===== src/rtl/simon_6496_host_driver.sv =====
// rtl/simon_6496_host_driver.sv - host-side initiator for the SIMON 64/96 core handshake
//
// Purpose:
//   Collects N-bit words from a valid/ready input stream into KEY (M words) or
//   BLOCK (2 words), runs the core key-load / data-load handshakes with a
//   per-state timeout, and returns the core result as a 2-word valid/ready
//   output stream. One transaction is in flight at a time.
//
// Ports:
//   clk, R                  clock, synchronous active-high reset
//   in_valid/in_ready       input word handshake; in_sel 0=key 1=data,
//   in_sel/in_dec/in_word   in_dec sampled with the final data word
//   out_valid/out_ready     result word handshake, outData[0] then outData[1]
//   out_word
//   key_ok, busy, err       status; err is sticky until clr_err in S_ERR
//   clr_err                 error clear
//   newKey/newData          core requests, held until loadKey/loadData
//   enc_dec, readData       core direction, 1-cycle result acknowledge
//   KEY, BLOCK              core key/block registers
//   loadKey/doneKey         core key handshake
//   loadData/doneData       core data handshake
//   outData                 core result block
module simon_6496_host_driver #(
  parameter int N       = 32,
  parameter int M       = 3,
  parameter int TO_W    = 8,
  parameter int TIMEOUT = 255
) (
  input  logic                clk,
  input  logic                R,
  input  logic                in_valid,
  output logic                in_ready,
  input  logic                in_sel,
  input  logic                in_dec,
  input  logic [N-1:0]        in_word,
  output logic                out_valid,
  input  logic                out_ready,
  output logic [N-1:0]        out_word,
  output logic                key_ok,
  output logic                busy,
  output logic                err,
  input  logic                clr_err,
  output logic                newKey,
  output logic                newData,
  output logic                enc_dec,
  output logic                readData,
  output logic [M-1:0][N-1:0] KEY,
  output logic [1:0][N-1:0]   BLOCK,
  input  logic                loadKey,
  input  logic                doneKey,
  input  logic                loadData,
  input  logic                doneData,
  input  logic [1:0][N-1:0]   outData
);

  localparam int KW = (M > 1) ? $clog2(M) : 1;
  localparam logic [KW-1:0]   K_LAST = KW'(M - 1);
  localparam logic [TO_W-1:0] TO_LAST = TO_W'(TIMEOUT - 1);

  typedef enum logic [2:0] {
    S_IDLE, S_KEY_REQ, S_KEY_RUN, S_DATA_REQ, S_DATA_RUN, S_OUT, S_ERR
  } state_t;

  state_t            state, state_n;
  logic [KW-1:0]     kcnt;
  logic              dcnt;
  logic              ocnt;
  logic [TO_W-1:0]   tcnt;
  logic              done_seen;
  logic [1:0][N-1:0] res;
  logic              acc_key, acc_data;
  logic              waiting, to_hit;

  assign in_ready  = (state == S_IDLE);
  assign busy      = (state != S_IDLE);
  assign newKey    = (state == S_KEY_REQ);
  assign newData   = (state == S_DATA_REQ);
  assign out_valid = (state == S_OUT);
  assign out_word  = res[ocnt];

  assign waiting = (state == S_KEY_REQ) || (state == S_KEY_RUN) ||
                   (state == S_DATA_REQ) || (state == S_DATA_RUN);
  // Fires in the last allowed cycle so err rises exactly TIMEOUT cycles after entry.
  assign to_hit  = waiting && (tcnt == TO_LAST);

  always_comb begin
    state_n  = state;
    acc_key  = 1'b0;
    acc_data = 1'b0;
    case (state)
      S_IDLE: begin
        if (in_valid) begin
          if (!in_sel) begin
            acc_key = 1'b1;
            if (kcnt == K_LAST) state_n = S_KEY_REQ;
          end else begin
            acc_data = 1'b1;
            if (dcnt) state_n = key_ok ? S_DATA_REQ : S_ERR;
          end
        end
      end
      S_KEY_REQ: begin
        if (loadKey)     state_n = S_KEY_RUN;
        else if (to_hit) state_n = S_ERR;
      end
      S_KEY_RUN: begin
        if (doneKey || done_seen) state_n = S_IDLE;
        else if (to_hit)          state_n = S_ERR;
      end
      S_DATA_REQ: begin
        if (loadData)    state_n = S_DATA_RUN;
        else if (to_hit) state_n = S_ERR;
      end
      S_DATA_RUN: begin
        if (doneData || done_seen) state_n = S_OUT;
        else if (to_hit)           state_n = S_ERR;
      end
      S_OUT: begin
        if (out_ready && ocnt) state_n = S_IDLE;
      end
      S_ERR: begin
        if (clr_err) state_n = S_IDLE;
      end
      default: state_n = S_IDLE;
    endcase
  end

  always_ff @(posedge clk) begin
    if (R) begin
      state     <= S_IDLE;
      kcnt      <= '0;
      dcnt      <= 1'b0;
      ocnt      <= 1'b0;
      tcnt      <= '0;
      done_seen <= 1'b0;
      res       <= '0;
      KEY       <= '0;
      BLOCK     <= '0;
      enc_dec   <= 1'b0;
      readData  <= 1'b0;
      key_ok    <= 1'b0;
      err       <= 1'b0;
    end else begin
      state <= state_n;

      if (state_n != state) tcnt <= '0;
      else if (waiting)     tcnt <= tcnt + TO_W'(1);

      // A done seen while still requesting is carried into the RUN state.
      if (state == S_KEY_REQ)       done_seen <= done_seen | doneKey;
      else if (state == S_DATA_REQ) done_seen <= done_seen | doneData;
      else                          done_seen <= 1'b0;

      if (acc_key) begin
        KEY[kcnt] <= in_word;
        kcnt      <= (kcnt == K_LAST) ? '0 : kcnt + KW'(1);
        dcnt      <= 1'b0;
        key_ok    <= 1'b0;
      end

      if (acc_data) begin
        BLOCK[dcnt] <= in_word;
        dcnt        <= ~dcnt;
        if (dcnt) enc_dec <= in_dec;
      end

      if (state == S_KEY_RUN && state_n == S_IDLE) key_ok <= 1'b1;

      readData <= (state == S_DATA_RUN) && (state_n == S_OUT);
      if (state == S_DATA_RUN && state_n == S_OUT) begin
        res  <= outData;
        ocnt <= 1'b0;
      end

      if (state == S_OUT && out_ready) ocnt <= ~ocnt;

      if (state_n == S_ERR && state != S_ERR) begin
        err    <= 1'b1;
        key_ok <= 1'b0;
      end

      if (state == S_ERR && clr_err) begin
        err  <= 1'b0;
        kcnt <= '0;
        dcnt <= 1'b0;
        ocnt <= 1'b0;
      end
    end
  end

endmodule

===== config.mk =====
export PLATFORM = sky130hd
export DESIGN_NAME = simon_6496_host_driver
export DESIGN_NICKNAME = d
export VERILOG_FILES = /design/src/rtl/simon_6496_host_driver.sv
export SDC_FILE = /design/constraint.sdc
export NUM_CORES = 1
export LEC_CHECK = 0
export ABC_CLOCK_PERIOD_IN_PS = 2300
export CORE_ASPECT_RATIO = 0.7
export CORE_MARGIN = 3
export CORE_UTILIZATION = 46
export CTS_CLUSTER_DIAMETER = 120
export DETAILED_ROUTE_END_ITERATION = 12
export PLACE_DENSITY = 0.88
export SETUP_SLACK_MARGIN = 0.15
export SYNTH_ARGS = -nofsm -noshare
export SYNTH_HDL_FRONTEND = slang
export SYNTH_SLANG_ARGS = --single-unit

===== constraint.sdc =====
create_clock -name clk -period 2.3 [get_ports clk]
set_input_delay 0.345 -clock clk [delete_from_list [all_inputs] [get_ports clk]]
set_output_delay 0.345 -clock clk [all_outputs]
set_load 0.02 [all_outputs]

======== Word-level counts from Yosys, hierarchy flattened ========
Index checks and enable logic that the tools add are counted.
operators by class
  $lt $le $gt $ge ......................... 5
  $add $sub $neg .......................... 2
  reductions and logical operators ........ 24
  multiplexer cells ....................... 35
  bitwise gates (word level) .............. 4
  eq/ne operators ......................... 12
operators by type and width
  operator                                                    count
  2-to-1 mux 32 bit                                           4
  bitwise mux 96 bit                                          1
  bitwise mux 64 bit                                          1
  demux 32 bit (select 2 bit)                                 1
  2-to-1 mux 3 bit                                            12
  demux 32 bit (select 1 bit)                                 1
  one-hot mux 3 bit (7 select lines)                          1
  equality test 3 bit, second input constant                  5
  2-to-1 mux 1 bit                                            13
  logical AND 1 bit                                           9
  adder 8 x 1 -> 8 bit, second input constant                 1
  equality test 8 bit, second input constant                  1
  equality test 3 x 2 -> 1 bit, second input constant         2
  logical NOT 3 bit                                           2
  nonzero test 2 bit                                          3
  OR reduction 2 bit                                          3
  logical OR 1 bit                                            5
  less-than comparator 1 x 2 -> 1 bit, second input constant  2
  equality test 3 x 1 -> 1 bit, second input constant         1
  less-than comparator 2 x 3 -> 1 bit, second input constant  1
  != test 3 bit                                               1
  != test 3 bit, second input constant                        1
  nonzero test 3 bit                                          1
  adder 2 x 1 -> 2 bit, second input constant                 1
  other kinds (7)                                             9
word-level totals
  output and inout bits ................... 201
  bits in registers ....................... 244
  logic and storage cells ................. 99

======== Depth between registers and ports, before layout ========
Gate-level depths: netlist of the first run.
  depth in word-level cells ............... 12
  depth in mapped cells ................... 9
  depth with buffers taken out ............ 7

======== Least setup slack after synthesis of the first run ========
No wires, ideal clock.
  path kind ............................... register to register
  start point ............................. register state[1]
  end point ............................... register key_ok
  period minus slack after synthesis ...... 2.059 ns
  required time ........................... 2.180 ns
  stages on the path, launching flop included .. 9
  arrival time ............................ 1.939 ns
  path slack .............................. 0.241 ns
  cell sequence ........................... dfxtp_1 buf_2 or3_4 inv_2 or4b_1 clkbuf_1 a21o_1 o211a_2 o31a_1
between the ends
  elaborated cells between the ends (all ways) .. 32
  those cells by class .................... 8 x eq/ne; 14 x mux; 10 x reduce/logical
RTL lines
  element                                                          RTL line  RTL
  from (decl)                                                      64        state_t state, state_n;
  from (signal assigned)                                           144       state <= state_n;
  logical NOT 3 bit *                                              -
  named net in_ready                                               32        output logic in_ready,
  one-hot mux 3 bit (7 select lines)                               90        case (state)
  equality test 3 bit / logical NOT 3 bit (equally long branches)  177, 167
  logical AND 1 bit, on equally long branches                      177, 167
  OR reduction 2 bit (no source line) (tied with other cells)      -
  to (signal assigned)                                             141       key_ok <= 1'b0;
  to (signal assigned)                                             167       if (state == S_KEY_RUN && state_n == S_IDLE) key_ok <= 1'b1;
  to (signal assigned)                                             179       key_ok <= 1'b0;
  to (decl)                                                        39        output logic key_ok,
The timed path passes the listed nets; every way through them passes the cells marked *.
A chain may end at the register's enable or synchronous reset.

======== Worst setup path after layout of the first run ========
  start point ............................. register ocnt
  end point ............................... output out_word[21]
between the ends
  word-level cells in the longest chain between the ends .. 2
RTL lines
  element                                               RTL line  RTL
  from (decl)                                           67        logic ocnt;
  from (signal assigned)                                175       if (state == S_OUT && out_ready) ocnt <= ~ocnt;
  2-to-1 mux 32 bit (not written as such) (2 in a row)  79        assign out_word = res[ocnt];
  to (decl)                                             38        output logic [N-1:0] out_word,
Every way passes these cells. The select of a mux whose other input is x is not followed.

==> flow_metrics.py, run 1 <==
metrics = {
    "status": {
        "outcome": "finished, final reports clean",
    },
    "cts": {
        "clock_sinks": 244,
        "path_clk_slew_ns": 0.07,
        "cts-root-buf": "clkbuf_16",
        "cts_buffers": 24,
        "cts_tree": "done",
        "cts.hold.buffers_added": 0,
        "cts.path.max_buffers": 3,
        "cts.htree.levels": 1,
        "clock_latency_ns": 0.51,
    },
    "worst_setup_path": {
        "reg2reg_depth": 8,
        "start_kind": "flip-flop",
        "reg2reg_to": "BLOCK[28]",
        "cp.arrival_ns": 1.78,
        "reg2reg_setup_slack_ns": 0.24,
        "critPathKind": "reg -> out",
        "cp_max_fo": 18,
        "endpoint_kind": "output port",
        "worstReg2RegStart": "state[1]",
        "cp-startpoint": "ocnt",
        "worstPathRequired_ns": 1.96,
    },
    "global_route": {
        "grt-ovfl-total": 0,
        "antenna_found_initial": 0,
        "grt_max_degree": 110,
        "grt_util_all_layers": 0.265,
        "grt_pass1_wl_microns": 47600,
        "grt_pass1_vias": 8975,
    },
    "floorplan": {
        "fp.dieArea_sq_um": 21800,
        "core_area_sq_um": 19300,
        "io_pins": 308,
        "placementRows": 42,
        "die_x_microns": 175,
        "dieHeight_microns": 124,
        "start_util": 0.478,
    },
    "yosys": {
        "synthTopCellsByArea": "dfxtp_1 (53%), nand2_1 (19%), a21oi_1 (13%), mux2_2 (3.9%), clkbuf_1 (2.7%)",
        "synth_area_sq_um": 9210,
        "avgSynthCellArea_sq_um": 7.94,
        "synthArstFlopShare": 0,
        "synth_fp_nets": 1269,
        "ys_seq_area_frac": 0.530,
        "yosysMostFrequentCell": "nand2_1",
        "synth-edff-count": 0,
        "synth_seq_cells": 244,
        "synthFlopType": "dfxtp_1",
        "synth_warnings": 0,
        "netlist_instances": 1160,
        "synth_top_area_share": 0.530,
        "ys_types": 53,
        "synth_top_area_cell": "dfxtp_1",
        "synthTopCellsByCount": "nand2_1 (464), dfxtp_1 (244), a21oi_1 (234), clkbuf_1 (67), mux2_2 (32)",
    },
    "route": {
        "wire_per_inst_microns": 17.7,
        "vias": 9100,
        "drc": 0,
        "final_antenna_net_count": 0,
        "dr.pass1.iters": 6,
        "via_per_inst": 5.27,
        "initialDrtViolationCount": 818,
        "drt-total-wl_microns": 30500,
    },
    "flow_run": {
        "maxCapViolCount": 0,
    },
    "worst_hold_path": {
        "hold_path.class": "in -> reg",
        "min_from": "R",
        "holdPathStages": 2,
        "whs_endpoint": "res[2]",
    },
    "placed_design": {
        "dp_hpwl_microns": 20200,
        "gp_congestion": 0.859,
        "placedCellCount": 1679,
        "io_buffers": 307,
    },
    "final_layout": {
        "syn2layout_area_growth_pct": 47.3,
        "drive_gt1_frac": 0.107,
        "antennaDiodeCount": 0,
        "fillers": 1502,
        "fin_cells": 1726,
        "nets": 1553,
    },
    "sta": {
        "slew_headroom": 0.613,
        "rsz0062_at_grt": "true",
        "setup_viol": 0,
        "fmax_mhz": 471,
        "hold_ws_ns": 0.285,
        "period_needed_ns": 2.12,
        "timing.final.hold_violations": 0,
        "skew_ns": 0.00988,
        "tightestPinTransition_ns": 0.580,
        "timing.final.crit_share": 0.923,
        "finalMaxSlewViolations": 0,
    },
    "pwr": {
        "vdd_drop_max_uv": 501,
        "p_leak_nw": 4.80,
        "p_per_area_nw_per_um2": 685,
    },
}
## per-stage QoR
stage / TNS, ns / worst slack (ns) / instance area (sq um) / util / power, mW
2_1_floorplan: 0 / 0.241 / 9210 / - / 4.86
3_3_place_gp: -0.456 / -0.0883 / 12700 / 0.658 / 5.38
3_5_place_dp: -1.10 / -0.145 / 12700 / 0.658 / 5.40
4_1_cts: 0 / 0.100 / 13500 / 0.699 / 9.30
5_1_grt: 0 / 0.136 / 13600 / 0.703 / 9.61
6_report: 0 / 0.178 / 13600 / 0.703 / 9.29
## cells in the final DEF (no fill, tap or decap), types with 7 or more instances in the layout
cell type	instances
clkbuf_16	26
nor2_1	8
a21oi_1	231
inv_1	7
buf_2	7
clkdlybuf4s50_1	269
mux2_2	32
nand2_1	464
dlygate4sd2_1	20
buf_12	11
buf_4	21
dfxtp_1	243
clkdlybuf4s15_2	7
nor3_2	8
## per-layer routing
metal	routed length (microns)	part of all wire	GRT usage
met2	14700	0.48	0.447
met1	12300	0.40	0.335
met3	2530	0.083	0.0634
met4	944	0.031	0.0825
met5	0	0	0
## sequential cells by signal, summed over array words and instances (netlist names)
register / flops
dcnt: 1
err: 1
res: 64
enc_dec: 1
KEY: 96
key_ok: 1
ocnt: 1
readData: 1
kcnt: 2
state: 3
BLOCK: 64
done_seen: 1
tcnt: 8
## area by class of cell
cell class	count	area, sq um	share of cell area
clock buffers	37	731	0.0539
inverters	8	30.0	0.00221
well taps	264	330	0.0243
repair buffers	343	3460	0.255
clock inverters	7	71.3	0.00526
multi-input cells	823	4060	0.299
flip-flops and latches	244	4890	0.360
## cells by family (layout without fill, tap and decap cells)
logic type | after synthesis | in the layout | synth area share
adders and majority gates | 2 | 2 | 0.00272
AOI/OAI and AO/OA | 262 | 262 | 0.152
buffers and inverters | 93 | 395 | 0.0401
and+or+nand+nor | 521 | 521 | 0.230
DFF | 244 | 244 | 0.530
xor gates and xnor gates | 6 | 6 | 0.00570
muxes | 32 | 32 | 0.0391
## worst max-delay path: stages, from the launching register on
cell	delay, ns
dfxtp_4	0.39
buf_12	0.18
mux2_2	0.36
dlygate4sd2_1	0.32
## worst max path at each step
stage                         endpoint  slack (ns)  depth (start not counted)
after floorplan                 key_ok        0.24                          8
after global placement          key_ok       -0.09                          6
after detailed placement       tcnt[1]       -0.14                          6
after CTS                       newKey        0.10                          3
after global routing      out_word[10]        0.14                          3
final                     out_word[21]        0.18                          3
## repair_timing
| action | in CTS | in global routing |
|---|---|---|
| pin swaps | 0 | 2 |
| setup buffers | 0 | 1 |
| gates cloned | 1 | 1 |
| setup endpoints to repair | 37 | 75 |
| resized for setup | 74 | 26 |
## report_power, final
| part | leakage, nW | internal (mW) | total, mW | switching (mW) |
|---|---|---|---|---|
| logic | 2.44 | 0.440 | 0.951 | 0.511 |
| registers | 1.97 | 4.32 | 4.38 | 0.0592 |
| clock network | 0.391 | 2.31 | 3.96 | 1.65 |
Note: power is estimated with default switching activity, not from simulation.
==> inputs of run 2 (changes only) <==
--- a/config.mk
+++ b/config.mk
@@ -9,7 +9,7 @@
 export CORE_ASPECT_RATIO = 0.7
 export CORE_MARGIN = 3
 export CORE_UTILIZATION = 46
-export CTS_CLUSTER_DIAMETER = 120
+export CTS_CLUSTER_SIZE = 28
 export DETAILED_ROUTE_END_ITERATION = 12
 export PLACE_DENSITY = 0.88
 export SETUP_SLACK_MARGIN = 0.15
==> results of run 2 <==
Same layout as run 1: the final DEF is identical, and so are final timing and power.
